`src/rtl/logic_pipe.sv`:
```
// logic_pipe: DEPTH-stage valid/ready register pipeline over CHANNELS x WIDTH
// bit channels. Each stage optionally stores the bitwise inverse of its input
// (INVERT_MASK[i]), and the output may be OR-reduced across channels into
// channel 0 (OR_REDUCE). Stages compact forward into empty slots, so the pipe
// streams one word per cycle while downstream is ready and fills completely
// under backpressure.
//
// Ports:
//   clk        rising-edge clock
//   rstn       asynchronous reset, active HIGH despite the name
//   in_valid   upstream word valid
//   in_ready   stage 0 can take a word this cycle (independent of in_valid)
//   in_data    CHANNELS*WIDTH input word, channel c at [c*WIDTH +: WIDTH]
//   out_valid  last stage holds a word
//   out_ready  downstream accepts the word
//   out_data   last-stage word (or its OR-reduced form)
//   occupancy  registered count of valid stages
//   xfer_count completed output transfers, modulo 2^16
module logic_pipe #(
    parameter int unsigned      WIDTH       = 1,
    parameter int unsigned      CHANNELS    = 2,
    parameter int unsigned      DEPTH       = 3,
    parameter logic [DEPTH-1:0] INVERT_MASK = '1,
    parameter bit               OR_REDUCE   = 1'b0
) (
    input  logic                       clk,
    input  logic                       rstn,
    input  logic                       in_valid,
    output logic                       in_ready,
    input  logic [CHANNELS*WIDTH-1:0]  in_data,
    output logic                       out_valid,
    input  logic                       out_ready,
    output logic [CHANNELS*WIDTH-1:0]  out_data,
    output logic [$clog2(DEPTH+1)-1:0] occupancy,
    output logic [15:0]                xfer_count
);

    localparam int unsigned DW = CHANNELS * WIDTH;
    localparam int unsigned OW = $clog2(DEPTH + 1);

    logic [DEPTH-1:0]         valid_q;
    logic [DEPTH-1:0]         valid_d;
    logic [DEPTH-1:0]         advance;
    logic [DEPTH-1:0]         load;
    logic [DEPTH-1:0][DW-1:0] data_q;
    logic [OW-1:0]            occ_q;
    logic [OW-1:0]            occ_d;
    logic [15:0]              xfer_q;

    // A stage may move on when its successor is empty or moving on itself;
    // evaluated from the output end backwards so each stage sees its
    // successor's decision.
    always_comb begin
        logic carry;
        advance = '0;
        carry   = valid_q[DEPTH-1] & out_ready;
        advance[DEPTH-1] = carry;
        for (int unsigned k = 1; k < DEPTH; k++) begin
            carry = valid_q[DEPTH-1-k] & (~valid_q[DEPTH-k] | carry);
            advance[DEPTH-1-k] = carry;
        end
    end

    assign in_ready  = ~valid_q[0] | advance[0];
    assign out_valid = valid_q[DEPTH-1];

    always_comb begin
        load    = '0;
        valid_d = '0;
        occ_d   = '0;
        load[0] = in_valid & in_ready;
        for (int unsigned i = 1; i < DEPTH; i++) begin
            load[i] = advance[i-1];
        end
        for (int unsigned i = 0; i < DEPTH; i++) begin
            valid_d[i] = load[i] | (valid_q[i] & ~advance[i]);
            occ_d      = occ_d + OW'(valid_d[i]);
        end
    end

    always_ff @(posedge clk or posedge rstn) begin
        if (rstn) begin
            valid_q <= '0;
            data_q  <= '0;
            occ_q   <= '0;
            xfer_q  <= '0;
        end else begin
            valid_q <= valid_d;
            occ_q   <= occ_d;
            if (out_valid & out_ready) begin
                xfer_q <= xfer_q + 16'd1;
            end
            if (load[0]) begin
                data_q[0] <= in_data ^ {DW{INVERT_MASK[0]}};
            end
            for (int unsigned i = 1; i < DEPTH; i++) begin
                if (load[i]) begin
                    data_q[i] <= data_q[i-1] ^ {DW{INVERT_MASK[i]}};
                end
            end
        end
    end

    generate
        if (OR_REDUCE) begin : g_or_reduce
            // Combinational OR across channels of the last stage, placed in
            // channel 0; the upper channels read as zero.
            logic [WIDTH-1:0] reduced;
            always_comb begin
                reduced = '0;
                for (int unsigned c = 0; c < CHANNELS; c++) begin
                    reduced = reduced | data_q[DEPTH-1][c*WIDTH +: WIDTH];
                end
                out_data = DW'(reduced);
            end
        end else begin : g_pass
            assign out_data = data_q[DEPTH-1];
        end
    endgenerate

    assign occupancy  = occ_q;
    assign xfer_count = xfer_q;

endmodule

```
`config.mk`:
```
export PLATFORM = sky130hd
export DESIGN_NAME = logic_pipe
export DESIGN_NICKNAME = d
export VERILOG_FILES = /design/src/rtl/logic_pipe.sv
export SDC_FILE = /design/constraint.sdc
export NUM_CORES = 1
export LEC_CHECK = 0
export ABC_AREA = 1
export CAP_MARGIN = 5
export CORE_UTILIZATION = 35
export DETAILED_ROUTE_END_ITERATION = 8
export PLACE_DENSITY_LB_ADDON = 0.05
export SKIP_CTS_REPAIR_TIMING = 1
export SLEW_MARGIN = 40
export SYNTH_ARGS = -nofsm -noshare
export SYNTH_HDL_FRONTEND = slang
export SYNTH_SLANG_ARGS = --single-unit
```
`constraint.sdc`:
```
create_clock -name clk -period 1.99 [get_ports clk]
set_input_delay 0.2985 -clock clk [delete_from_list [all_inputs] [get_ports clk]]
set_output_delay 0.2985 -clock clk [all_outputs]
set_load 0.01 [all_outputs]
```
# Word level (Yosys, flattened, before mapping)
# Cells that the tools add are included.
[op_classes]
addsub = 3
bitwise = 22
[op_table]
columns = ["cell", "n"]
rows = [
  ["$add A16 B1 Y16 const B", 1],
  ["$and A1 B1 Y1", 7],
  ["$not A1 Y1", 6],
  ["$not A2 Y2", 3],
  ["$or A1 B1 Y1", 6],
  ["$add A1 B1 Y2", 1],
  ["$add A2 B1 Y2", 1],
]
[totals]
register_bits = 27
input_bits = 6
output_inout_bits = 22
wordCells = 31

# Logic depth before layout (Yosys ltp)
# Gate-level depths: netlist of the first run.
[logic_depth]
ltp_word = 10
ltp_mapped = 8
mapped_depth_nobuf = 8

# Worst setup path after synthesis of the first run
# OpenSTA, ideal clock, no wires.
[synth_path]
path_kind = "register to register"
startpoint = "register valid_q[2]"
endpoint = "register occ_q[0], in the netlist occupancy[0]"
t_arrival_ns = 1.439
t_required_ns = 1.876
setup_slack_ns = 0.438
stages_incl_launch_ff = 6
path_buffers = 0
cell_sequence = "dfrtp_1 > nand4_1 > nand2_1 > inv_1 > fa_1 > inv_1"
[synth_between]
elab_chain_cells = 10
elab_cells_between_ends = 19
classes_between = "2 x add/sub; 17 x bitwise"
[synth_rtl]
columns = ["element", "line_no", "rtl"]
rows = [
  ["start, declared", "41", "logic [DEPTH-1:0] valid_q;"],
  ["start signal, assigned", "88", "valid_q <= valid_d;"],
  ["$and A1 B1 Y1 or $not A1 Y1 (tied branches)", "56, 59", ""],
  ["$or A1 B1 Y1 (*)", "59", "carry = valid_q[DEPTH-1-k] & (~valid_q[DEPTH-k] | carry);"],
  ["$and A1 B1 Y1 (*)", "59", ""],
  ["$or A1 B1 Y1 (*)", "59", ""],
  ["$and A1 B1 Y1 (*)", "59", ""],
  ["$or A1 B1 Y1 (*)", "64", "assign in_ready = ~valid_q[0] | advance[0];"],
  ["via in_ready", "29", "output logic in_ready,"],
  ["$and A1 B1 Y1 (*)", "71", "load[0] = in_valid & in_ready;"],
  ["$or A1 B1 Y1 (*)", "76", "valid_d[i] = load[i] | (valid_q[i] & ~advance[i]);"],
  ["via valid_d[0]", "42", "logic [DEPTH-1:0] valid_d;"],
  ["$add A1 B1 Y2 (*)", "77", "occ_d = occ_d + OW'(valid_d[i]);"],
  ["$add A2 B1 Y2 (*)", "77", ""],
  ["via occ_d[0]", "47", "logic [OW-1:0] occ_d;"],
  ["end signal, assigned", "85", "occ_q <= '0;"],
  ["end signal, assigned", "89", "occ_q <= occ_d;"],
  ["end, declared", "46", "logic [OW-1:0] occ_q;"],
]
# The timed path passes the listed nets; every way through them passes the cells marked *.
# A chain may end at the register's enable or synchronous reset.

# Final worst setup path of the first run
[layout_path]
startpoint = "input port out_ready"
endpoint = "output port in_ready"
[layout_between]
elab_chain_cells = 6
[layout_rtl]
columns = ["element", "line_no", "rtl"]
rows = [
  ["start, declared", "32", "input logic out_ready,"],
  ["$and A1 B1 Y1", "56", "carry = valid_q[DEPTH-1] & out_ready;"],
  ["$or A1 B1 Y1", "59", ""],
  ["$and A1 B1 Y1", "59", ""],
  ["$or A1 B1 Y1", "59", ""],
  ["$and A1 B1 Y1", "59", ""],
  ["$or A1 B1 Y1", "64", ""],
  ["end, declared", "29", ""],
]
# No other way between the ends.

==> impl_metrics.env, run 1 <==
export IMPL_critical_path_most_common_cell="clkdlybuf4s50_1"
export IMPL_yosysTopAreaCell="dfrtp_1"
export IMPL_synth_area_top_cells="dfrtp_1 (54%), nand2_1 (11%), inv_1 (5.1%), xor2_1 (4.9%), nor2_1 (3.6%)"
export IMPL_slew_headroom=0.775
export IMPL_place_gp_congestion=0.694
export IMPL_rsz0062_at_grt="no"
export IMPL_ios=28
export IMPL_die_h_um=61.6
export IMPL_crit_family="buffers and inverters"
export IMPL_clk_latency_ns=0.32
export IMPL_pre_cts_slack_ns=0.142
export IMPL_fillers=346
export IMPL_power_density_mw_per_mm2=862
export IMPL_start_util=0.370
export IMPL_grt_pass1_vias=888
export IMPL_maxSlewViolCount=0
export IMPL_drive_above_1_share=0.0833
export IMPL_fin_nets=177
export IMPL_area_growth_pct=28.5
export IMPL_synth_seq_area_share=0.543
export IMPL_grt_max_degree=28
export IMPL_vias=921
export IMPL_max_cap_violations=0
export IMPL_status="finished, final reports clean"
export IMPL_path_buf_inv=3
export IMPL_cp_required_ns=1.69
export IMPL_layout_cells_non_filler=214
export IMPL_drc=0
export IMPL_grt_util_met1=0.205
export IMPL_diodes=0
export IMPL_endpoint_kind="output port"
export IMPL_syn_area_mm2=0.00124
export IMPL_h_tree_depth=1
export IMPL_ant_nets=0
export IMPL_setup_viol=0
export IMPL_wl_per_cell_um=10.3
export IMPL_grtUsageMet3=0.0294
export IMPL_firstDrtPassIters=4
export IMPL_grt_use_total=0.137
export IMPL_syn_area_per_cell_um2=9.08
export IMPL_dieWidth_um=61.6
export IMPL_grt_pass1_wl_mm=3.86
export IMPL_path_class="input pin to output port"
export IMPL_avgViaCountPerCell=4.30
export IMPL_synth_cell_types=21
export IMPL_fp_dieArea_mm2=0.00380
export IMPL_syn_inst=137
export IMPL_portBuffers=27
export IMPL_cts_sinks=27
export IMPL_place_hpwl_mm=1.68
export IMPL_wl_mm=2.20
export IMPL_finalPower_mw=1.38
export IMPL_ys_seq_elements=27
export IMPL_worstSetupStartpointType="input pin"
export IMPL_busiest_layer="met1"
export IMPL_cts_root_buf="clkbuf_4"
export IMPL_leakage_nw=0.745
export IMPL_antenna_found_initial=0
export IMPL_critPathMaxStageDelay_ns=0.55
export IMPL_clock_skew_ns=0.0132
export IMPL_ir_drop_v=0.000332
export IMPL_drtIter0Drc=33
export IMPL_period_minus_slack_ns=1.82
export IMPL_path_cells="clkdlybuf4s50_1 > inv_1 > nand4_1 > clkdlybuf4s50_1"
export IMPL_cp_data_arrival_time_ns=1.52
export IMPL_grt_overflow=0
export IMPL_dp_cells=210
export IMPL_fmax_ghz=0.549
export IMPL_crit_slowest_cell="clkdlybuf4s50_1"
export IMPL_fp_coreArea_mm2=0.00336
export IMPL_period_share=0.915
export IMPL_holdCritPathClass="input pin to asynchronous set/reset pin"
export IMPL_synth_warning_count=0
export IMPL_rows=21
export IMPL_finalSetupTns_ns=0
export IMPL_worstMarginPinSlew_ns=0.338
export IMPL_met2_usage=0.200
export IMPL_fin_hold_ws_ns=0.313
export IMPL_numCtsBuffers=3
export IMPL_clk_pin_slew_ns=0.15
export IMPL_fin_ws_ns=0.170
export IMPL_cp_max_fo=4
export IMPL_synth_top_area_share=0.543
export IMPL_synthesis_nets=145
export IMPL_clock_path_buffers=2
export IMPL_hold_viol=0
export IMPL_tritoncts="done"
## kinds of logic (layout without fill, tap and decap cells)
family	after synthesis	count (layout)	share of synthesized area
AO/OA/AOI/OAI	8	8	0.0322
XOR/XNOR	12	12	0.0845
adder cells (fa/ha/maj)	2	2	0.0262
buffers and inverters	20	51	0.0664
flip-flops	27	27	0.543
AND/OR/NAND/NOR	68	68	0.247
## per-stage QoR
stage | instance area [µm²] | util
after CTS | 1600 | 0.475
after floorplan | 1240 | -
after global placement | 1570 | 0.467
after detailed placement | 1570 | 0.467
final | 1600 | 0.475
after global routing | 1600 | 0.475
## power breakdown
group	total (mW)	switching, mW	leakage (nW)	internal [mW]
clock network	0.232	0.153	0.0150	0.0782
logic	0.404	0.186	0.396	0.218
registers	0.741	0.0957	0.334	0.646
## layout make-up
cell class                      instances  area (µm²)  share of cell area
Tap cell                               46        57.6              0.0360
Inverter                               18        67.6              0.0423
Multi-Input combinational cell         90         485               0.304
Sequential cell                        27         676               0.423
Clock buffer                            4        26.3              0.0164
Timing Repair Buffer                   29         285               0.179
## per-layer routing
metal	routed length, µm	part of all wire
met2	929	0.42
met4	19	0.0086
met3	74	0.034
met5	0	0
met1	1170	0.53
## state kept, by name, summed over array words and instances, names as in the netlist
signal	flops
valid_q	3
occupancy	2
xfer_count	16
data_q	4
out_data	2
## synth_stat cells
master	number
nand2_1	38
dfrtp_1	27
inv_1	17
nor2_1	12
xor2_1	7
nand3_1	6
o21ai_0	6
xnor2_1	5
nand2_2	3
buf_4	2
nand4_1	2
nor2_2	2
nor2_4	2
a21oi_1	1
fa_1	1
ha_1	1
inv_2	1
nand2_4	1
nand3b_1	1
nor3_1	1
o21ai_1	1
## placed cells by master (no fill, tap or decap)
cell	count
nand2_1	38
dfrtp_1	27
clkdlybuf4s50_1	27
inv_1	17
nor2_1	12
xor2_1	7
nand3_1	6
o21ai_0	6
xnor2_1	5
nand2_2	3
clkbuf_4	3
nand4_1	2
nor2_2	2
nor2_4	2
buf_4	2
nand2_4	1
inv_2	1
a21oi_1	1
nor3_1	1
nand3b_1	1
o21ai_1	1
fa_1	1
ha_1	1
clkbuf_1	1
## worst reg2reg max path: cells and delay by family (launching register included)
| family | cells | cell delay, ns |
|---|---|---|
| fa+ha+maj | 1 | 0.53 |
| flops | 1 | 0.50 |
| simple gates | 2 | 0.29 |
| buf+inv | 2 | 0.10 |
## final timing paths
kind,from,endpoint,slack (ns),cells after the start
max,out_ready,in_ready,0.17,4
min,rstn,xfer_count[3],0.31,3
max reg2reg,valid_q[2],occupancy[0],0.49,5
min reg2reg,data_q[1],data_q[3],0.48,1
max in group asynchronous,rstn,data_q[2],1.41,3
min in group clk,data_q[1],data_q[3],0.48,1
Power figures use the tool's default switching activity.
==> run 2: changes to the inputs <==
--- a/config.mk
+++ b/config.mk
@@ -9,7 +9,9 @@
 export CAP_MARGIN = 5
 export CORE_UTILIZATION = 35
 export DETAILED_ROUTE_END_ITERATION = 8
+export GPL_TIMING_DRIVEN = 0
 export PLACE_DENSITY_LB_ADDON = 0.05
+export SETUP_SLACK_MARGIN = 0.4
 export SKIP_CTS_REPAIR_TIMING = 1
 export SLEW_MARGIN = 40
 export SYNTH_ARGS = -nofsm -noshare
==> run 2 against run 1 <==
  * Combinational power increased by 40%
  * Via count rose by 11%
  * Sequential share of layout area shrank 5.3 points
  * Worst setup slack improved by 0.29 ns
  * Sequential power decreased by 4.7%
  * Register-to-register slack about the same
  * Cell count increased by 12%
  * Worst hold slack better by 0.011 ns
  * Global-route usage shrank 0.13 points
  * Clock skew about the same
  * Clock power is 2% higher
  * Non-clock buffer count is 25 higher
==> impl_metrics.env, run 2 (synthesis results as in run 1) <==
export IMPL_vias=1019
export IMPL_clock_skew_ns=0.0131
export IMPL_place_gp_congestion=0.705
export IMPL_fmax_ghz=0.651
export IMPL_clock_path_buffers=2
export IMPL_ff2ff_setup_slack_ns=0.50
export IMPL_rows=21
export IMPL_dieWidth_um=61.6
export IMPL_worstSetupStartpointType="flip-flop"
export IMPL_dp_cells=210
export IMPL_final_cell_mix="nand2_1 (38), buf_4 (27), dfrtp_1 (25), dlymetal6s2s_1 (18), inv_1 (15)"
export IMPL_cts_sinks=27
export IMPL_leakage_nw=1.10
export IMPL_period_minus_slack_ns=1.54
export IMPL_clk_latency_ns=0.33
export IMPL_fillers=338
export IMPL_grt_overflow=0
export IMPL_postPlaceCellArea_mm2=0.00157
export IMPL_area_growth_pct=47.4
export IMPL_power_density_mw_per_mm2=822
export IMPL_fp_dieArea_mm2=0.00380
export IMPL_grt_max_degree=28
export IMPL_setup_viol=0
export IMPL_finalPower_mw=1.51
export IMPL_wl_mm=2.49
export IMPL_utilization=0.545
export IMPL_ant_nets=0
export IMPL_finalSetupTns_ns=0
export IMPL_drive_above_1_share=0.223
export IMPL_rr_startpoint="valid_q[2]"
export IMPL_mostFrequentLayoutCell="nand2_1"
export IMPL_die_h_um=61.6
export IMPL_h_tree_depth=1
export IMPL_grt_pass1_vias=875
export IMPL_ios=28
export IMPL_worstMarginPinSlew_ns=0.556
export IMPL_avgViaCountPerCell=4.26
export IMPL_status="finished, final reports clean"
export IMPL_rsz0062_at_grt="no"
export IMPL_grt_use_total=0.136
export IMPL_fin_hold_ws_ns=0.324
export IMPL_path_class="flip-flop to output port"
export IMPL_fp_coreArea_mm2=0.00336
export IMPL_period_share=0.771
export IMPL_antenna_found_initial=0
export IMPL_max_cap_violations=0
export IMPL_path_buf_inv=1
export IMPL_maxSlewViolCount=0
export IMPL_diodes=0
export IMPL_firstDrtPassIters=4
export IMPL_ir_drop_v=0.000359
export IMPL_hold_viol=0
export IMPL_crit_slowest_cell="clkdlybuf4s50_1"
export IMPL_tritoncts="done"
export IMPL_critPathMaxStageDelay_ns=0.53
export IMPL_cp_required_ns=1.69
export IMPL_endpoint_kind="output port"
export IMPL_slew_headroom=0.629
export IMPL_numCtsBuffers=3
export IMPL_start_util=0.370
export IMPL_layout_cells_non_filler=239
export IMPL_grt_pass1_wl_mm=3.73
export IMPL_clk_pin_slew_ns=0.15
export IMPL_largest_reg_flops=16
export IMPL_pre_cts_slack_ns=0.0334
export IMPL_fin_ws_ns=0.455
export IMPL_portBuffers=27
export IMPL_holdCritPathClass="input pin to asynchronous set/reset pin"
export IMPL_fin_nets=202
export IMPL_critical_path_startpoint="xfer_count[3]"
export IMPL_path_cells="clkdlybuf4s50_1"
export IMPL_drc=0
export IMPL_cp_data_arrival_time_ns=1.24
export IMPL_stdcell_area_mm2=0.00183
export IMPL_cts_root_buf="clkbuf_4"
export IMPL_place_hpwl_mm=1.69
export IMPL_crit_family="buffers and inverters"
export IMPL_wl_per_cell_um=10.4
export IMPL_cp_max_fo=2
export IMPL_drtIter0Drc=33
## run 2: final cells by class
type | count | area (µm²) | share of cell area
Sequential cell | 27 | 678 | 0.370
Timing Repair Buffer | 52 | 503 | 0.274
Multi-Input combinational cell | 90 | 485 | 0.265
Inverter | 18 | 67.6 | 0.0369
Tap cell | 46 | 57.6 | 0.0314
Clock buffer | 4 | 26.3 | 0.0143
Buffer | 2 | 15.0 | 0.00819
## run 2: final timing paths
check,end,cells past startpoint
worst min-delay path,xfer_count[4],2
min in group clk,xfer_count[0],3
worst max-delay path,xfer_count[3],1
worst min register to register,data_q[2],1
max in group asynchronous,valid_q[2],2
worst max register to register,occupancy[0],6
## run 2: report_power, final
part	leakage, nW	internal, mW	total [mW]	switching (mW)
clock	0.0150	0.0786	0.237	0.158
combinational	0.758	0.314	0.564	0.251
sequential	0.332	0.648	0.706	0.0587
## run 2: layer usage
layer | global-route usage | part of all wire | wire [µm] | up-vias
met5 | 0 | 0 | 0 | -
met3 | 0.0252 | 0.033 | 83 | 4
met4 | 0.0571 | 0.016 | 39 | 0
met2 | 0.192 | 0.45 | 1130 | 16
li1 | - | - | - | 528
met1 | 0.203 | 0.50 | 1240 | 471
